[src/rtl/ft_replay_if.sv]
// ft_replay_if: error/replay handshake and status bundle between controller and its neighbours
interface ft_replay_if #(
  parameter int ADDR_WIDTH  = 5,
  parameter int RETRY_WIDTH = 2
);
  logic                   error_i;
  logic                   replay_ready_i;
  logic                   replay_valid_o;
  logic [ADDR_WIDTH-1:0]  replay_addr_o;
  logic                   fetch_block_o;
  logic                   busy_o;
  logic                   done_o;
  logic                   fatal_o;
  logic [RETRY_WIDTH-1:0] retry_cnt_o;
  modport master (
    input  error_i, replay_ready_i,
    output replay_valid_o, replay_addr_o, fetch_block_o, busy_o, done_o, fatal_o, retry_cnt_o
  );
  modport slave (
    output error_i, replay_ready_i,
    input  replay_valid_o, replay_addr_o, fetch_block_o, busy_o, done_o, fatal_o, retry_cnt_o
  );
endinterface

[src/rtl/ft_replay_control.sv]
// ft_replay_control: blocks fetch and walks register addresses for checkpoint replay, with bounded retry
module ft_replay_control #(
  parameter int ADDR_WIDTH  = 5,
  parameter int NUM_REG     = 2**ADDR_WIDTH,
  parameter int SKIP_ZERO   = 0,
  parameter int MAX_RETRY   = 2,
  parameter int RETRY_WIDTH = $clog2(MAX_RETRY+1)
) (
  input logic clk,
  input logic rst,
  ft_replay_if.master bus
);
  typedef enum logic [1:0] {IDLE, REPLAY, DONE, FATAL} state_t;
  localparam logic [ADDR_WIDTH-1:0]  START = ADDR_WIDTH'(SKIP_ZERO);
  localparam logic [ADDR_WIDTH-1:0]  LAST  = ADDR_WIDTH'(NUM_REG-1);
  localparam logic [RETRY_WIDTH-1:0] RMAX  = RETRY_WIDTH'(MAX_RETRY);
  state_t state, state_n;
  logic [ADDR_WIDTH-1:0] addr, addr_n;
  logic [RETRY_WIDTH-1:0] retry, retry_n;
  always_ff @(posedge clk) begin
    if (rst) begin
      state <= IDLE;
      addr  <= START;
      retry <= '0;
    end else begin
      state <= state_n;
      addr  <= addr_n;
      retry <= retry_n;
    end
  end
  // An error in REPLAY outranks a same-edge transfer; FATAL freezes addr and retry
  always_comb begin
    state_n = state;
    addr_n  = addr;
    retry_n = retry;
    case (state)
      IDLE, DONE: begin
        state_n = bus.error_i ? REPLAY : IDLE;
        addr_n  = START;
        retry_n = '0;
      end
      REPLAY: begin
        if (bus.error_i) begin
          if (retry == RMAX) state_n = FATAL;
          else begin
            retry_n = retry + 1'b1;
            addr_n  = START;
          end
        end else if (bus.replay_ready_i) begin
          if (addr == LAST) state_n = DONE;
          else addr_n = addr + 1'b1;
        end
      end
      default: ;
    endcase
  end
  assign bus.replay_valid_o = state == REPLAY;
  assign bus.replay_addr_o  = addr;
  assign bus.fetch_block_o  = state != IDLE;
  assign bus.busy_o         = state != IDLE;
  assign bus.done_o         = state == DONE;
  assign bus.fatal_o        = state == FATAL;
  assign bus.retry_cnt_o    = retry;
endmodule
[src/flat_wrapper.sv]
// flat-port wrapper written by rule: the top's interface ports become plain ports
module ft_replay_control_flat 
#(
  parameter int ADDR_WIDTH  = 5,
  parameter int NUM_REG     = 2**ADDR_WIDTH,
  parameter int SKIP_ZERO   = 0,
  parameter int MAX_RETRY   = 2,
  parameter int RETRY_WIDTH = $clog2(MAX_RETRY+1)
)
  (clk, rst, bus_error_i, bus_replay_ready_i, bus_replay_valid_o, bus_replay_addr_o, bus_fetch_block_o, bus_busy_o, bus_done_o, bus_fatal_o, bus_retry_cnt_o);
  ft_replay_if #(.ADDR_WIDTH(ADDR_WIDTH), .RETRY_WIDTH(RETRY_WIDTH)) bus_i ();
  input logic clk;
  input logic rst;
  input wire logic [$bits(bus_i.error_i)-1:0] bus_error_i;
  input wire logic [$bits(bus_i.replay_ready_i)-1:0] bus_replay_ready_i;
  output wire logic [$bits(bus_i.replay_valid_o)-1:0] bus_replay_valid_o;
  output wire logic [$bits(bus_i.replay_addr_o)-1:0] bus_replay_addr_o;
  output wire logic [$bits(bus_i.fetch_block_o)-1:0] bus_fetch_block_o;
  output wire logic [$bits(bus_i.busy_o)-1:0] bus_busy_o;
  output wire logic [$bits(bus_i.done_o)-1:0] bus_done_o;
  output wire logic [$bits(bus_i.fatal_o)-1:0] bus_fatal_o;
  output wire logic [$bits(bus_i.retry_cnt_o)-1:0] bus_retry_cnt_o;
  assign bus_i.error_i = bus_error_i;
  assign bus_i.replay_ready_i = bus_replay_ready_i;
  assign bus_replay_valid_o = bus_i.replay_valid_o;
  assign bus_replay_addr_o = bus_i.replay_addr_o;
  assign bus_fetch_block_o = bus_i.fetch_block_o;
  assign bus_busy_o = bus_i.busy_o;
  assign bus_done_o = bus_i.done_o;
  assign bus_fatal_o = bus_i.fatal_o;
  assign bus_retry_cnt_o = bus_i.retry_cnt_o;
  ft_replay_control #(.ADDR_WIDTH(ADDR_WIDTH), .NUM_REG(NUM_REG), .SKIP_ZERO(SKIP_ZERO), .MAX_RETRY(MAX_RETRY), .RETRY_WIDTH(RETRY_WIDTH)) u_core (.clk(clk), .rst(rst), .bus(bus_i));
endmodule
[config.mk]
export PLATFORM = sky130hd
export DESIGN_NAME = ft_replay_control_flat
export DESIGN_NICKNAME = d
export VERILOG_FILES = /design/src/rtl/ft_replay_if.sv /design/src/rtl/ft_replay_control.sv /design/src/flat_wrapper.sv
export SDC_FILE = /design/constraint.sdc
export NUM_CORES = 1
export LEC_CHECK = 0
export BUFFER_PORTS_ARGS = -buffer_cell sky130_fd_sc_hd__buf_2
export CAP_MARGIN = 20
export CORE_AREA = 5 5 42 44
export CTS_BUF_LIST = sky130_fd_sc_hd__clkbuf_16
export CTS_CLUSTER_SIZE = 14
export DETAILED_ROUTE_END_ITERATION = 7
export DIE_AREA = 0 0 47 49
export PLACE_DENSITY = 0.64
export RECOVER_POWER = 25
export SLEW_MARGIN = 10
export SYNTH_ARGS = -nofsm -noshare
export SYNTH_HDL_FRONTEND = slang
export SYNTH_SLANG_ARGS = --single-unit
[constraint.sdc]
create_clock -name clk -period 5.55 [get_ports clk]
set_clock_uncertainty 0.2 [all_clocks]
set_input_delay 1.11 -clock clk [delete_from_list [all_inputs] [get_ports clk]]
set_output_delay 1.11 -clock clk [all_outputs]
set_load 0.005 [all_outputs]
==> run summary <==
For this run, the number of standard cells in the final layout without fillers is 85. Setup total negative slack on the finished layout was measured at 0 ns. Dividing the final minimum period by the clock period gives 43.67%. The floorplan step defined a core boundary enclosing 1401 sq um. The tools report the origin of the worst min-delay path as u_core.bus.replay_addr_o[4].

Buffer levels on the longest clock path: 2. The path class of the lowest-slack min-delay path was flop to flop. STA classifies the critical path startpoint as a flop. The worst reg2reg path endpoint was u_core.bus.replay_addr_o[2]. The synthesized design spends more area on one cell type than any other, namely sky130_fd_sc_hd__dfxtp_1.

The highest ir drop seen on vdd is 0.2070 mV, and the DRC violation total after the first TritonRoute iteration is 5. The final number of setup-violating endpoints is 0. The first global-routing pass estimated 1725 microns of wire.

For this design, the sink count on the clock tree is 9. In this run the power density over the cells is 319.5 nW/um^2. Summing all placed instances gives a cell area of 575.6 sq um.

The repair_antennas step left the layout with diodes totalling 0. Setup slack on the worst reg-to-reg path comes out at 3.44 ns. Setup repair after global routing left no endpoint under its margin. After clock tree synthesis, the clock-pin slew on the worst setup and hold paths is 0.04 ns.

Data on the critical path is required at its endpoint by 4.24 ns. The tools report the tightest slew margin relative to the limit as 74.15%. The count of cells along the worst hold path works out to 2.

The worst setup path is captured at an output port. Counting tap cells, the placed design contains a total of 81 instances. The floorplan step defined a die boundary enclosing 2303 sq um. The count of hold-fix buffers inserted at cts came out at 0.

For the depth of the CTS H-tree, the log shows 1. After detailed routing, the number of remaining DRC violations is 0. The tools report the remaining antenna violation count after routing as 0.

The cell sitting at the root of the clock tree is a sky130_fd_sc_hd__clkbuf_16. Entering global routing, the biggest net connects 12 pins. The run gives 0.2956 ns as the final-layout worst hold slack. In the final design database the tool counted 77 nets.

The run finished with clean final reports. Via count of the first global-routing pass: 374. The library cell used most frequently in the layout, excluding fill and tap cells, is sky130_fd_sc_hd__buf_2. The first detailed-routing pass took 4 iterations. The static leakage is 0.2897 nW.

Leaving out fill and tap cells, the most frequent cells in the layout are 13 x sky130_fd_sc_hd__buf_2, 9 x sky130_fd_sc_hd__dfxtp_1, 5 x sky130_fd_sc_hd__nor2_1, 5 x sky130_fd_sc_hd__a21oi_1. The I/O pin total was 16; the worst reg2reg path depth was 6. The sequential-to-total area share from yosys stat is 35.82%, and the floorplan die height is 49 microns.

The run gives 14 as the standard-cell row count. Counting flops and latches in the post-synthesis netlist gives 9. Port buffering added 15 buffers. When the netlist entered floorplanning its net count stood at 60.

The later pin in the worst-skew pair is clocked with a latency of 0.23 ns. The average size of a mapped cell is 9.490 sq um, and the number of endpoints with negative hold slack in the final report is 0. The initial utilization of the core area, before any placement, comes to 35.89%. Final critical-path required period: 2.424 ns. After global routing the overflow that remains totals 0. The final route contains 432 vias. Across the run, the number of max-cap violations was 0. Top cell type's share of synthesized area: 35.82%. TritonCTS built the clock tree. At the pin with the least slew margin, the transition time is 0.3869 ns.

The highest fanout seen on the critical path was 11; the CTS buffer count was 3. The run gives 0 as the number of max-slew violations in the final report. The path with the worst hold slack has its endpoint at u_core.bus.replay_addr_o[4]. In the global route stage, overall resource usage came out at 11.14%.

The initial antenna violation count is 0, and the critical path arrival is 1.11 ns. After synthesis the cells add up to 503.0 sq um. Dividing the detail-routed via count by the number of cells gives 5.082. The finished cells cover 646.9 sq um.

The fraction of layout instances using a drive strength above 1 was 31.88%. The width of the die was 47 microns; the gate count after technology mapping was 53. The number of resized instances in the post-cts repair step came out at 0. Post-synthesis cell type count: 29. The startpoint identified for the worst register-to-register timing path is u_core.bus.replay_addr_o[0]. The final routed wire length divided by cell count is 11.81 microns. The congestion estimate from routability-driven global placement came to 0.8272.

The final layout contains routed wiring with a total length of 1004 microns. The buffers inserted during post-CTS setup optimization came out at 0. The worst setup path is of the flop to output port kind. The number of warning messages in the yosys log was 0; the maximum operating frequency was 412.6 MHz. The area growth from synthesis to layout is 28.61%. In the post-synthesis netlist, the biggest area contributors are sky130_fd_sc_hd__dfxtp_1 36%, sky130_fd_sc_hd__ha_1 7.5%, sky130_fd_sc_hd__a21oi_1 5.0%, sky130_fd_sc_hd__nor4b_4 4.7%, sky130_fd_sc_hd__a211oi_1 4.5%.
routing by layer:
metal | GRT usage [%] | vias to the layer above | routed length (microns)
li1 | - | 225 | -
met4 | 6.912 | 0 | 31
met3 | 7.749 | 5 | 101
met2 | 12.67 | 15 | 396
met1 | 14.57 | 187 | 474
met5 | 0 | - | 0
cells by family after synthesis:
kind of cell,Yosys count,synth area share (%)
adders and majority gates,3,7.463
xor gates and xnor gates,1,1.742
DFF,9,35.82
buffers and inverters,4,5.223
AOI/OAI and AO/OA,13,18.16
and+or+nand+nor,23,31.59
layout make-up:
type	count	area [sq um]
Clock buffer	3	75.07
Clock inverter	1	3.754
Fill cell	151	754.5
Inverter	1	3.754
Multi-Input combinational cell	40	291.5
Sequential cell	9	180.2
Tap cell	16	20.02
Timing Repair Buffer	15	72.57
Yosys cell counts:
cell,n
sky130_fd_sc_hd__xnor2_1,1
sky130_fd_sc_hd__inv_1,1
sky130_fd_sc_hd__o21ai_0,1
sky130_fd_sc_hd__nor2b_1,2
sky130_fd_sc_hd__nand3_1,2
sky130_fd_sc_hd__nor3_1,1
sky130_fd_sc_hd__nor3b_2,1
sky130_fd_sc_hd__buf_6,1
sky130_fd_sc_hd__nor4b_4,1
sky130_fd_sc_hd__a21oi_2,1
sky130_fd_sc_hd__or4b_4,1
sky130_fd_sc_hd__and2_1,1
sky130_fd_sc_hd__a311oi_1,1
sky130_fd_sc_hd__buf_4,1
sky130_fd_sc_hd__nand2_1,3
sky130_fd_sc_hd__nand2b_1,1
sky130_fd_sc_hd__a41oi_1,1
sky130_fd_sc_hd__a21oi_1,5
sky130_fd_sc_hd__nand3b_1,1
sky130_fd_sc_hd__ha_1,3
sky130_fd_sc_hd__or3b_1,1
sky130_fd_sc_hd__buf_1,1
sky130_fd_sc_hd__dfxtp_1,9
sky130_fd_sc_hd__nor2_1,5
sky130_fd_sc_hd__a211oi_1,3
sky130_fd_sc_hd__a211oi_2,1
sky130_fd_sc_hd__and3b_2,1
sky130_fd_sc_hd__and3_1,1
sky130_fd_sc_hd__or2_2,1
worst max path at each step:
stage / start / endpoint / slack [ns] / cells past startpoint
3_3_place_gp: bus_error_i / u_core.bus.replay_addr_o[3] / 3.16 / 4
2_1_floorplan: bus_error_i / u_core.bus.replay_addr_o[3] / 3.35 / 3
5_1_grt: u_core.state[1] / bus_fetch_block_o / 3.07 / 2
6_report: u_core.state[1] / bus_fetch_block_o / 3.13 / 2
3_5_place_dp: bus_error_i / u_core.bus.replay_addr_o[3] / 3.15 / 4
4_1_cts: u_core.state[1] / bus_busy_o / 3.11 / 2
metrics by stage:
stage	setup slack, ns	power [mW]	utilization, %
2_1_floorplan	3.355	0.07925	-
3_3_place_gp	3.157	0.08398	41.07
3_5_place_dp	3.145	0.08416	41.07
4_1_cts	3.114	0.2104	46.70
5_1_grt	3.069	0.2151	46.16
6_report	3.126	0.2067	46.16
state kept, by name, summed over array words and instances (netlist names):
name	flops
u_core.bus.retry_cnt_o	2
u_core.bus.replay_addr_o	5
u_core.state	2
power breakdown:
group / total (mW) / switching [mW] / internal (mW)
registers: 0.0678 / 0.00140 / 0.0664
clock network: 0.124 / 0.0301 / 0.0940
logic: 0.0148 / 0.00786 / 0.00699
total: 0.207 / 0.0393 / 0.167
worst max-delay path, cell delays in order (launching register included):
cell and delay, ns:
sky130_fd_sc_hd__dfxtp_1 0.41, sky130_fd_sc_hd__or2_2 0.34, sky130_fd_sc_hd__buf_2 0.13
No activity file was read; power rests on OpenSTA's default activity.
